<file path="src/rtl/nlprg_pkg.sv">
// Shared definitions for the 13-bit nonlinear pattern generator and its checker.
package nlprg_pkg;

  localparam int unsigned NLPRG_N = 13;

  typedef enum logic [1:0] {
    HUNT = 2'd0,
    SYNC = 2'd1,
    LOCK = 2'd2
  } chk_state_e;

  // One generator step: a left-shifting Fibonacci LFSR on x^13+x^4+x^3+x+1.
  // The extra NOR term splices the all-zero word into the cycle, which
  // gives a full 2^13-word period that contains exactly one zero word.
  function automatic logic [NLPRG_N-1:0] nlprg_next(input logic [NLPRG_N-1:0] s);
    logic fb;
    fb = s[12] ^ s[3] ^ s[2] ^ s[0] ^ (s[11:0] == '0);
    return {s[11:0], fb};
  endfunction

endpackage

</file>
<file path="src/rtl/nlprg_period_mon.sv">
// Period monitor: measures the distance between successive matched zero words
// while the checker is locked.
module nlprg_period_mon
  import nlprg_pkg::*;
#(
  parameter int unsigned N = NLPRG_N
) (
  input  logic ck_i,
  input  logic rst_i,
  input  logic word_vld_i,   // valid word processed in LOCK
  input  logic word_hit_i,   // that word matched the flywheel
  input  logic word_zero_i,  // that word is all zeros
  input  logic clear_i,      // checker is leaving LOCK
  output logic period_ok_o,
  output logic period_err_o
);

  localparam logic [N:0] PER_FULL = {1'b0, {N{1'b1}}};

  logic [N:0] per_q, per_d;
  logic       seen_q, seen_d;
  logic       ok_q, ok_d;
  logic       perr_q, perr_d;

  // Next-state for the distance counter and the period pulses.
  always_comb begin
    per_d  = per_q;
    seen_d = seen_q;
    ok_d   = 1'b0;
    perr_d = 1'b0;
    if (clear_i) begin
      per_d  = '0;
      seen_d = 1'b0;
    end else if (word_vld_i) begin
      if (word_hit_i && word_zero_i) begin
        if (seen_q) begin
          ok_d   = (per_q == PER_FULL);
          perr_d = (per_q != PER_FULL);
        end
        per_d  = '0;
        seen_d = 1'b1;
      end else if (per_q != '1) begin
        per_d = per_q + 1'b1;
      end
    end
  end

  // Registered counter state and pulses.
  always_ff @(posedge ck_i) begin
    if (rst_i) begin
      per_q  <= '0;
      seen_q <= 1'b0;
      ok_q   <= 1'b0;
      perr_q <= 1'b0;
    end else begin
      per_q  <= per_d;
      seen_q <= seen_d;
      ok_q   <= ok_d;
      perr_q <= perr_d;
    end
  end

  assign period_ok_o  = ok_q;
  assign period_err_o = perr_q;

endmodule

</file>
<file path="config.mk">
export PLATFORM = sky130hd
export DESIGN_NAME = nlprg_period_mon
export DESIGN_NICKNAME = d
export VERILOG_FILES = /design/src/rtl/nlprg_pkg.sv /design/src/rtl/nlprg_period_mon.sv
export SDC_FILE = /design/constraint.sdc
export NUM_CORES = 1
export LEC_CHECK = 0
export ABC_AREA = 1
export CAP_MARGIN = 20
export CORE_UTILIZATION = 61
export DETAILED_ROUTE_END_ITERATION = 6
export DONT_BUFFER_PORTS = 1
export PLACE_DENSITY = 0.88
export RECOVER_POWER = 100
export SYNTH_ARGS = -nofsm -noshare
export SYNTH_HDL_FRONTEND = slang
export SYNTH_SLANG_ARGS = --single-unit
</file>
<file path="constraint.sdc">
create_clock -name ck_i -period 1.6 [get_ports ck_i]
set_input_delay 0.32 -clock ck_i [delete_from_list [all_inputs] [get_ports ck_i]]
set_output_delay 0.32 -clock ck_i [all_outputs]
set_load 0.005 [all_outputs]
</file>
==> metrics.yaml <==
clock_latency_ns: 0.29
dr_total_vias: 1099
p_sw_uw: 187
dieWidth_um: 43.9
synthFlopType: "dfxtp_1"
firstDrtPassIters: 6
nNetsFinal: 185
portBuffers: 0
grt_pass1_vias: 973
root_buffer: "clkbuf_4"
tns_ns: 0
clk_pin_slew_ns: 0.10
synth_cell_type_count: 26
rsz0062_at_grt: "false"
maxCapViolations: 0
leakagePower_nw: 0.496
peakVddDrop_mv: 0.639
critPathCaptureType: "flip-flop"
place_inst: 186
finalMaxSlewViolations: 0
required_ns: 1.79
grt_max_degree: 16
max_slew_margin_pct: 59.5
syn_nets: 179
async_flop_share_pct: 0
die-height_um: 43.9
area_growth_pct: 10.3
ios: 8
synth_edf_count: 0
startpoint_type: "flip-flop"
fin_crit_sh_pct: 95.2
yosysTopAreaCell: "dfxtp_1"
violations: "DRC"
switching_share_pct: 25.3
vias_per_cell: 5.69
netlist_area_sq_um: 1070
worst_slew_pin_slew_ns: 0.605
cp_slowest_cell: "dfxtp_2"
cts_sinks: 17
die-area_sq_um: 1930
final_cell_mix: "nand2_1, nor2_1, inv_1"
p_per_area_nw_per_um2: 627
diodes: 0
antenna_found_initial: 0
crit_type: "flip-flop to flip-flop"
max_stage_delay_ns: 0.37
layout_commonest_cell: "nand2_1"
final_hold_viol_count: 0
drive_above_1_share_pct: 15.3
skew_ns: 0.00261
path_max_fanout: 7
start_util_pct: 67.9
arrival_ns: 1.72
syn_avg_cell_area_sq_um: 6.22
setup_viol: 0
avgRoutedWirePerCell_um: 13.0
grt_pass1_wl_mm: 4.00
route.detailed.drc: 1
gp_congestion: 0.910
hold_path.class: "input port to flip-flop"
intPower_uw: 552
ctsHtreeMaxLevel: 1
cts_tree: "built"
core_sq_um: 1580
grt_usage_pct: 27.5
numCtsBuffers: 3
status: "complete, but fails checks"
final_cells: 193
max_freq_mhz: 656
min_period_ns: 1.52
path_cells: "ha_4 -> nand2_2 -> nor2_4 -> nand2_4 -> nor2_4 -> nand2_8 -> nand2_8 -> nand2_1 -> nand2_1 -> nor2_1"
cts.path.max_buffers: 2
combPwrFrac_pct: 9.4
synth_seq_cells: 17
postRouteWirelength_mm: 2.50
drtIter0Drc: 36
ys_top_cells_by_area: "dfxtp_1, nand2_1, nor2_1"
yosysWarnings: 0
dp_hpwl_mm: 1.70
yosysSeqAreaShare_pct: 31.8
p_seq_share_pct: 58.8
clockPowerShare_pct: 31.7
synthCells: 172
grt-ovfl-total: 0
antenna_left: 0
num_rows: 14
netlist.area_leader.share_pct: 31.8
## state kept, by name (all words and copies together), names as in the netlist
| register | count |
|---|---|
| period_ok_o | 1 |
| seen_q | 1 |
| period_err_o | 1 |
| per_q | 14 |
## through the flow
stage / hold slack, ns / setup WS (ns) / area [sq um] / util (%) / power, mW
final: 0.188 / 0.0760 / 1180 / 74.8 / 0.740
after global routing: 0.187 / 0.00356 / 1180 / 74.8 / 0.772
after CTS: 0.194 / 0.0107 / 1120 / 70.8 / 0.731
after detailed placement: 0.473 / 0.00483 / 1080 / 68.6 / 0.505
after global placement: 0.450 / 0.126 / 1080 / 68.6 / 0.502
after floorplan: 0.441 / 0.166 / 1070 / - / 0.496
## power by group through the flow
stage	registers [mW]	logic (mW)	clock network [mW]
after floorplan	0.443	0.0534	0
after global placement	0.443	0.0588	0
after detailed placement	0.444	0.0619	0
after CTS	0.434	0.0635	0.234
after global routing	0.436	0.0789	0.257
final	0.435	0.0699	0.235
## logic make-up after synthesis
logic type,after synthesis,synth area share [%]
compound gates,16,7.84
flops,17,31.8
simple gates,109,47.8
buf+inv,29,11.3
fa+ha+maj,1,1.17
## layout make-up
type                    instances  area [sq um]
clock buffers                   4          26.3
fillers                       109           397
repair buffers                  4          30.0
well taps                      16          20.0
inverters                      24          90.1
multi-input cells             128           669
flip-flops and latches         17           344
## cells in the mapped netlist, types with 2 or more instances
| library cell | number |
|---|---|
| o21ai_0 | 4 |
| a21oi_1 | 9 |
| nor2_4 | 2 |
| inv_1 | 20 |
| nand2_2 | 2 |
| nand2_1 | 46 |
| nor2_1 | 27 |
| nand2_4 | 2 |
| dfxtp_1 | 17 |
| clkbuf_1 | 2 |
| nor2_2 | 2 |
| clkinv_1 | 3 |
| nor3_1 | 2 |
| nand3_2 | 4 |
| nand4_1 | 2 |
| nand3_1 | 18 |
## routing by layer
| layer | global-route usage (%) | share of wire (%) | wire, um |
|---|---|---|---|
| met5 | 0 | 0 | 0 |
| met3 | 6.25 | 7.5 | 188 |
| met1 | 34.2 | 41 | 1020 |
| met2 | 48.1 | 51 | 1270 |
| met4 | 6.67 | 1.0 | 25 |
## critical path: cells and delay by family (launching register included)
family / cells / cell delay [ns]
flip-flops: 1 / 0.37
adder cells (fa/ha/maj): 1 / 0.15
AND/OR/NAND/NOR: 9 / 0.90
## final timing paths
path              slack, ns  startpoint        to  cells past startpoint
setup reg to reg       0.08    per_q[0]  per_q[9]                     10
setup / recovery       0.08    per_q[0]  per_q[9]                     10
hold reg to reg        0.49    per_q[4]  per_q[4]                      2
hold / removal         0.19  word_vld_i  per_q[4]                      2
## timing repair
item                       CTS  global route
setup endpoints to repair    3            12
cloned                       0             2
resized for setup            1             8
pin swaps                    0             3
buffers inserted             0             1
hold buffers                 0             0
No activity file was read; power rests on OpenSTA's default activity.
